`src/rtl/gc_joybus_sequencer.sv`:
```
// rtl/gc_joybus_sequencer.sv - GameCube joybus command decoder and reply serialiser; optional macro GC_ORIGIN_CMD_EN enables the 0x41 origin reply
module gc_joybus_sequencer #(
  parameter int TICKS_PER_US    = 50,
  parameter int IDLE_TIMEOUT_US = 6,
  parameter int REPLY_DELAY_US  = 2
) (
  input  logic        clk,
  input  logic        rst,
  input  logic        d_in,
  output logic        d_oe,
  input  logic [63:0] frame_data,
  input  logic        frame_valid,
  output logic        frame_ready,
  output logic        rumble,
  output logic        busy,
  output logic        cmd_err
);

  localparam logic [15:0] T_1US   = 16'(TICKS_PER_US);
  localparam logic [15:0] T_2US   = 16'(2 * TICKS_PER_US);
  localparam logic [15:0] T_3US   = 16'(3 * TICKS_PER_US);
  localparam logic [15:0] T_4US   = 16'(4 * TICKS_PER_US);
  localparam logic [15:0] T_IDLE  = 16'(IDLE_TIMEOUT_US * TICKS_PER_US);
  localparam logic [15:0] T_REPLY = 16'(REPLY_DELAY_US * TICKS_PER_US);
  localparam logic [63:0] NEUTRAL = 64'h0080_8080_8080_0000;

  typedef enum logic [3:0] {
    IDLE, RX_LOW, RX_HIGH, RX_STOP, WAIT_REPLY, TX_LOW, TX_HIGH, TX_STOP, RECOVER
  } state_t;

  typedef enum logic [1:0] {K_STATUS, K_POLL, K_ORIGIN} kind_t;

  state_t      state, state_nx;
  kind_t       kind, dec_kind;
  logic        dec_known;
  logic [4:0]  dec_len;
  logic        s1, ds;
  logic [15:0] timer;
  logic [6:0]  rx_shift;
  logic [4:0]  bit_cnt, need;
  logic [79:0] tx_shift;
  logic [6:0]  tx_idx, tx_len;
  logic [63:0] held;
  logic        rx_bit, byte_done, rx_complete, handshake, timeout;
  logic [7:0]  cmd_byte;
  logic [15:0] tx_low_t;

  // Short low pulse is a 1; the first eight bits form the command byte.
  assign rx_bit      = (timer < T_2US);
  assign cmd_byte    = {rx_shift, rx_bit};
  assign byte_done   = (state == RX_LOW) && ds && (bit_cnt == 5'd7);
  assign rx_complete = (need != 5'd0) && (bit_cnt == need);
  assign tx_low_t    = tx_shift[79] ? T_1US : T_3US;
  assign handshake   = (state == RX_STOP) && ds && (kind == K_POLL);
  assign timeout     = ds && (timer >= T_IDLE);

  // Command byte to reply kind and total command length in bits.
  always_comb begin
    dec_known = 1'b1;
    dec_kind  = K_STATUS;
    dec_len   = 5'd8;
    case (cmd_byte)
      8'h00: begin
        dec_kind = K_STATUS;
      end
      8'h40: begin
        dec_kind = K_POLL;
        dec_len  = 5'd24;
      end
`ifdef GC_ORIGIN_CMD_EN
      8'h41: begin
        dec_kind = K_ORIGIN;
      end
`endif
      default: dec_known = 1'b0;
    endcase
  end

  // State register.
  always_ff @(posedge clk) begin
    if (rst) state <= IDLE;
    else     state <= state_nx;
  end

  // Next-state logic; TX states never look at ds so our own drive is not decoded.
  always_comb begin
    state_nx = state;
    case (state)
      IDLE:       if (!ds) state_nx = RX_LOW;
      RX_LOW:     if (ds) state_nx = (byte_done && !dec_known) ? RECOVER : RX_HIGH;
      RX_HIGH: begin
        if (!ds)          state_nx = rx_complete ? RX_STOP : RX_LOW;
        else if (timeout) state_nx = IDLE;
      end
      RX_STOP:    if (ds) state_nx = WAIT_REPLY;
      WAIT_REPLY: if (timer >= T_REPLY - 16'd1) state_nx = TX_LOW;
      TX_LOW:     if (timer >= tx_low_t - 16'd1) state_nx = TX_HIGH;
      TX_HIGH: begin
        if (timer >= T_4US - tx_low_t - 16'd1)
          state_nx = (tx_idx == tx_len - 7'd1) ? TX_STOP : TX_LOW;
      end
      TX_STOP:    if (timer >= T_2US - 16'd1) state_nx = RECOVER;
      RECOVER:    if (timeout) state_nx = IDLE;
      default:    state_nx = IDLE;
    endcase
  end

  // Line synchroniser, phase timer, RX shifter, frame hold and TX shifter.
  always_ff @(posedge clk) begin
    if (rst) begin
      s1       <= 1'b1;
      ds       <= 1'b1;
      timer    <= 16'd0;
      rx_shift <= 7'd0;
      bit_cnt  <= 5'd0;
      need     <= 5'd0;
      kind     <= K_STATUS;
      held     <= NEUTRAL;
      rumble   <= 1'b0;
      tx_shift <= 80'd0;
      tx_idx   <= 7'd0;
      tx_len   <= 7'd0;
    end else begin
      s1 <= d_in;
      ds <= s1;
      if (state_nx != state || (state == RECOVER && !ds)) timer <= 16'd0;
      else if (timer != 16'hFFFF)                         timer <= timer + 16'd1;
      if (state == IDLE) begin
        bit_cnt <= 5'd0;
        need    <= 5'd0;
      end
      if (state == RX_LOW && ds) begin
        rx_shift <= cmd_byte[6:0];
        bit_cnt  <= bit_cnt + 5'd1;
        if (byte_done) begin
          need <= dec_len;
          kind <= dec_kind;
        end
      end
      if (handshake) begin
        if (frame_valid) held <= frame_data;
        rumble <= rx_shift[0];
      end
      if (state == WAIT_REPLY && state_nx == TX_LOW) begin
        tx_idx <= 7'd0;
        case (kind)
          K_POLL: begin
            tx_shift <= {held, 16'h0000};
            tx_len   <= 7'd64;
          end
          K_ORIGIN: begin
            tx_shift <= {NEUTRAL, 16'h0000};
            tx_len   <= 7'd80;
          end
          default: begin
            tx_shift <= {24'h090000, 56'd0};
            tx_len   <= 7'd24;
          end
        endcase
      end
      if (state == TX_HIGH && state_nx != TX_HIGH) begin
        tx_shift <= {tx_shift[78:0], 1'b0};
        tx_idx   <= tx_idx + 7'd1;
      end
    end
  end

  // Outputs decoded from state; pulses are suppressed while rst is high.
  always_comb begin
    d_oe        = (state == TX_LOW) || (state == TX_STOP);
    busy        = (state != IDLE);
    frame_ready = !rst && handshake && frame_valid;
    cmd_err     = !rst && ((byte_done && !dec_known) || (state == RX_HIGH && timeout));
  end

endmodule

```
`config.mk`:
```
export PLATFORM = sky130hd
export DESIGN_NAME = gc_joybus_sequencer
export DESIGN_NICKNAME = d
export VERILOG_FILES = /design/src/rtl/gc_joybus_sequencer.sv
export SDC_FILE = /design/constraint.sdc
export NUM_CORES = 1
export LEC_CHECK = 0
export BUFFER_PORTS_ARGS = -buffer_cell sky130_fd_sc_hd__buf_2
export CAP_MARGIN = 15
export CORE_AREA = 2 2 140 142
export DETAILED_ROUTE_END_ITERATION = 8
export DIE_AREA = 0 0 142 144
export PLACE_DENSITY = 0.61
export SLEW_MARGIN = 20
export SYNTH_ARGS = -nofsm -noshare
export SYNTH_HDL_FRONTEND = slang
export SYNTH_SLANG_ARGS = --single-unit
```
`constraint.sdc`:
```
create_clock -name clk -period 2.9 [get_ports clk]
set_clock_uncertainty 0.15 [all_clocks]
set_input_delay 0.145 -clock clk [delete_from_list [all_inputs] [get_ports clk]]
set_output_delay 0.145 -clock clk [all_outputs]
set_load 0.03 [all_outputs]
```
After elaboration in Yosys (flattened, before gate mapping)
Index checks and enable logic that the tools add are counted.
{"block": "totals", "ff_bits": 200, "out_inout_bits": 5}
{"block": "op_classes", "n_addsub": 7, "magnitude_cmp": 5, "eq_ne": 18, "muxes": 28, "n_reduce_logical": 31}
{"op": "2-to-1 mux 80 bit", "n": 2}
{"op": "one-hot mux 80 bit (2 select lines)", "n": 1}
{"op": "2-to-1 mux 4 bit", "n": 10}
{"op": "one-hot mux 4 bit (9 select lines)", "n": 1}
{"op": ">= comparator 16 bit", "n": 2}
{"op": "2-to-1 mux 5 bit", "n": 6}
{"op": "== test 4 x 3 -> 1 bit, second input constant", "n": 5}
{"op": "adder 16 x 1 -> 16 bit, second input constant", "n": 1}
{"op": ">= comparator 16 x 7 -> 1 bit, second input constant", "n": 1}
{"op": ">= comparator 16 x 9 -> 1 bit, second input constant", "n": 1}
{"op": "< comparator 16 x 7 -> 1 bit, second input constant", "n": 1}
{"op": "!= test 16 bit, second input constant", "n": 1}
{"op": "logical AND 1 bit", "n": 14}
{"op": "2-to-1 mux 7 bit", "n": 2}
{"op": "one-hot mux 7 bit (2 select lines)", "n": 1}
{"op": "subtractor 9 x 2 -> 10 bit, second input constant", "n": 1}
{"op": "subtractor 8 x 1 -> 9 bit, second input constant", "n": 1}
{"op": "subtractor 8 x 8 -> 9 bit, first input constant", "n": 1}
{"op": "== test 4 x 2 -> 1 bit, second input constant", "n": 2}
{"op": "== test 8 x 7 -> 1 bit, second input constant", "n": 1}
{"op": "logical NOT 8 bit", "n": 1}
{"op": "2-to-1 mux 8 bit", "n": 1}
{"op": "adder 7 x 1 -> 7 bit, second input constant", "n": 1}
{"op": "== test 7 bit", "n": 1}
{"op": "other kinds (20)", "n": 30}

Depth between registers and ports, before layout
{"block": "logic_depth", "depth_word": 13, "ltp_mapped": 10, "depth_no_buf": 8}

Worst setup path after synthesis
OpenSTA, ideal clock, no wires.
{"block": "synth_timing", "kind": "reg-to-reg", "from": "reg tx_shift[79]", "to": "reg timer[11]", "arrival_time_ns": 2.326, "slack_ns": 0.344, "path_stages_with_launch": 11, "n_path_buf": 2, "cell_sequence": "dfxtp_1 -> inv_1 -> ha_1 -> inv_1 -> o21ai_1 -> a311o_1 -> a21oi_1 -> or4_4 -> buf_6 -> buf_6 -> a211oi_2"}
{"block": "synth_between", "elab_chain_len": 9, "word_cells_on_any_way": 12}
{"item": "start: declaration", "line": "41", "source": "logic [79:0] tx_shift;"}
{"item": "start signal: assignment", "line": "148", "source": "tx_shift <= {held, 16'h0000};"}
{"item": "start signal: assignment", "line": "152", "source": "tx_shift <= {NEUTRAL, 16'h0000};"}
{"item": "start signal: assignment", "line": "156", "source": "tx_shift <= {24'h090000, 56'd0};"}
{"item": "2-to-1 mux 8 bit *", "line": "53", "source": "assign tx_low_t = tx_shift[79] ? T_1US : T_3US;"}
{"item": "subtractor 8 x 8 -> 9 bit", "line": "99", "source": "if (timer >= T_4US - tx_low_t - 16'd1)"}
{"item": "subtractor 9 x 2 -> 10 bit", "line": "99"}
{"item": ">= comparator 16 bit", "line": "99"}
{"item": "2-to-1 mux 4 bit", "line": "99"}
{"item": "one-hot mux 4 bit (9 select lines) *", "line": "88", "source": "case (state)"}
{"item": "!= test 4 bit *", "line": "126", "source": "if (state_nx != state || (state == RECOVER && !ds)) timer <= 16'd0;"}
{"item": "logical OR 1 bit *", "line": "126"}
{"item": "OR reduction 2 bit (no line) *"}
{"item": "end signal: assignment", "line": "127", "source": "else if (timer != 16'hFFFF) timer <= timer + 16'd1;"}
{"item": "end: declaration", "line": "38", "source": "logic [15:0] timer;"}
Every way passes the cells marked *; elsewhere a longest branch is shown, timed or not.
A chain may end at the register's enable or synchronous reset.

Worst setup path after layout
{"block": "layout_timing", "from": "reg timer[2]", "to": "reg timer[8]"}
{"block": "layout_between", "elab_chain_len": 12, "word_cells_on_any_way": 26}
{"item": "< comparator 16 x 7 -> 1 bit", "line": "49", "source": "assign rx_bit = (timer < T_2US);"}
{"item": "== test 8 x 7 -> 1 bit or logical NOT 8 bit (tied branches)", "line": "62", "source": "case (cmd_byte)"}
{"item": "OR reduction 2 bit (no line)"}
{"item": "2-to-1 mux 1 bit", "line": "62"}
{"item": "logical NOT 1 bit", "line": "90", "source": "RX_LOW: if (ds) state_nx = (byte_done && !dec_known) ? RECOVER : RX_HIGH;"}
{"item": "logical AND 1 bit", "line": "90"}
{"item": "2-to-1 mux 4 bit (2 in a row)", "line": "90"}
{"item": "one-hot mux 4 bit (9 select lines)", "line": "88"}
{"item": "!= test 4 bit", "line": "126"}
{"item": "logical OR 1 bit", "line": "126"}
{"item": "OR reduction 2 bit (no line)"}
Several ways; a longest one is shown, not always the timed one.

==> results.yml <==
pwr:
  combinationalPowerShare_pct: 4.8
  p_sw_mw: 1.12
  seqPwrFrac_pct: 50.0
  sw_frac_of_total_pct: 22.8
  power_mw: 4.92
  power.density_nw_per_um2: 527
  intPower_mw: 3.80
  peakVddDrop_uv: 374
  power_frac_clock_pct: 45.2
  leakage_nw: 3.39
logic_synthesis:
  ys_seq_area_share_pct: 47.7
  synth_seq_cells: 178
  async_flop_share_pct: 0
  synth_edf_count: 0
  syn_inst: 856
  yosysMostFrequentCell: "dfxtp_1"
  synth_warnings: 0
  synthTopCellsByArea: "dfxtp_1 48%, a222oi_1 8.2%, nand2_1 7.8%, a21oi_1 6.2%, nor2_1 4.6%"
  synth_ff_type: "dfxtp_1"
  netlist_area_sq_um: 7480
  yosysTopAreaCell: "dfxtp_1"
  syn_avg_cell_area_sq_um: 8.74
  yosys-top-cells-count: "178 x dfxtp_1, 155 x nand2_1, 92 x a21oi_1, 91 x nor2_1, 61 x a222oi_1"
  synth_cell_types: 61
  synth_top_area_share_pct: 47.7
  synth_nets: 935
die:
  initial_utilization_pct: 39.2
  fp.dieH_um: 144
  io_pins: 73
  die_x_um: 142
  rows: 51
  core_area_sq_um: 19100
  die-area_sq_um: 20400
finish:
  regArea_sq_um: 3560
  areaGrowthSynthToFinish_pct: 24.9
  antennaDiodeCount: 0
  nets: 1041
  fill_cells: 1775
  drive_gt1_share_pct: 15.9
  multi_input_area_sq_um: 3620
  post-route-util_pct: 48.9
worst_setup_path:
  crit_top_cell: "buf_4"
  critical_path.max_stage_delay_ns: 0.41
  crit_buf_inv: 2
  crit_arrival_ns: 2.97
  crit_chain: "ha_1 > nor4_1 > o21ai_1 > a311o_1 > buf_4 > a2111oi_4 > buf_4 > o21ai_2 > a211oi_2"
  crit_required_ns: 3.10
  cp_max_fo: 9
  crit_type: "flip-flop to flip-flop"
  cpMaxStageDelayCell: "dfxtp_1"
  cp.depth: 9
  setup.worst_path.start_class: "flip-flop"
  reg2reg_depth: 9
  critPathCaptureType: "flip-flop"
  crit_family: "compound AO/OA/AOI/OAI gates"
job:
  maxCapViolations: 0
routing:
  drc: 11
  firstDrtPassIters: 9
  wire_per_inst_um: 14.8
  ant_nets: 0
  drt-total-wl_mm: 18.0
  vias: 6660
  drt_iter0_drc: 665
  drt-vias-per-instance: 5.49
clock_network:
  cts_buffers: 17
  cts_tree: "done"
  clockBufferDepth: 2
  clock_sinks: 178
  clock_latency_ns: 0.43
  h-tree-depth: 4
  clock_tree.root_cell: "clkbuf_16"
  clk_pin_slew_ns: 0.07
run_status:
  outcome: "complete, but fails checks"
  violations: "DRC"
placed_design:
  dp_hpwl_mm: 10.6
  numPortBuffers: 72
  place.gp.congestion: 0.845
global_routing:
  first_global_vias: 6047
  track_usage_pct: 17.6
  grt_overflow: 0
  antenna_found_initial: 0
  grt_max_degree: 158
  grt_pass1_wl_mm: 29.4
sta:
  rsz0062_at_grt: "false"
  tightest_slew_ns: 0.793
  fin_setup_tns_ns: 0
  hold_viol: 0
  relSlewSlack_pct: 47.1
  finalCriticalPeriod_ns: 2.78
  max_freq_ghz: 0.360
  finalMaxSlewViolations: 0
  setup_viol: 0
  layout_worst_path_cycle_share_pct: 95.7
worst_hold_path:
  hp-class: "input port to flip-flop"
  holdPathStages: 5
[flip-flops by register name, indices dropped and copies added, names as in the netlist]
signal / flops
s1: 1
state: 4
bit_cnt: 5
held: 64
need: 5
rx_shift: 7
tx_idx: 7
tx_len: 2
kind: 1
rumble: 1
tx_shift: 64
ds: 1
timer: 16
[placed cells by master (no fill, tap or decap), types with 10 or more instances in the layout]
master           n
dfxtp_1        177
nand2_1        155
a21oi_1         92
nor2_1          90
buf_2           71
dlygate4sd3_1   66
a222oi_1        61
clkbuf_16       17
inv_1           15
nor3_1          12
nand3_1         12
buf_4           12
and3_1          11
a211oi_1        11
a211oi_2        11
ha_1            11
o211ai_1        10
[worst register-to-register path, stage by stage, from the launching register on]
cell	delay (ns)
dfxtp_1	0.41
ha_1	0.25
nor4_1	0.27
o21ai_1	0.17
a311o_1	0.35
buf_4	0.16
a2111oi_4	0.33
buf_4	0.20
o21ai_2	0.17
a211oi_2	0.25
[cell families after synthesis]
group / synth area share [%]
buf+inv: 4.77
compound gates: 22.0
fa+ha+maj: 1.84
flops: 47.7
simple gates: 21.1
xor+xnor: 1.76
mux: 0.803
[power groups by stage]
stage / sequential (mW) / combinational [mW] / clock (mW)
finish: 2.46 / 0.238 / 2.22
global route: 2.46 / 0.260 / 2.40
CTS: 2.46 / 0.230 / 2.28
detailed placement: 2.52 / 0.161 / 0
global placement: 2.52 / 0.163 / 0
floorplan: 2.51 / 0.0944 / 0
[layout make-up]
type                    count  area share [%]
clock buffers              20            4.78
flip-flops and latches    178            38.2
repair buffers            155            13.1
well taps                 238            3.19
inverters                  15           0.603
clock inverters            12            1.35
multi-input cells         595            38.8
[routing by layer]
metal	part of all wire (%)	GRT usage, %	vias up
met5	0	0	-
met1	47	24.1	3183
met3	3.6	3.74	11
li1	-	-	3327
met4	0.87	4.68	0
met2	48	28.2	139
[metrics by stage]
| step | worst slack [ns] | instance area [sq um] | hold slack [ns] | instances |
|---|---|---|---|---|
| finish | 0.124 | 9340 | 0.226 | 1213 |
| global route | 0.0167 | 9340 | 0.247 | 1213 |
| CTS | 0.0505 | 9280 | 0.222 | 1211 |
| detailed placement | 0.0581 | 8050 | 0.182 | 1113 |
| global placement | 0.166 | 8050 | 0.181 | 1113 |
| floorplan | 0.344 | 7480 | 0.0988 | 856 |
[timing repair]
action,in CTS,in global routing
endpoints found under the setup margin,0,20
hold buffers,66,0
setup buffers,0,1
resized for setup,0,7
endpoints found under the hold margin,65,0
[final timing paths]
check	startpoint	end	slack, ns
max reg2reg	timer[2]	timer[8]	0.12
max	timer[2]	timer[8]	0.12
min	frame_valid	held[36]	0.23
min reg2reg	s1	ds	0.26
Power figures use the tool's default switching activity.
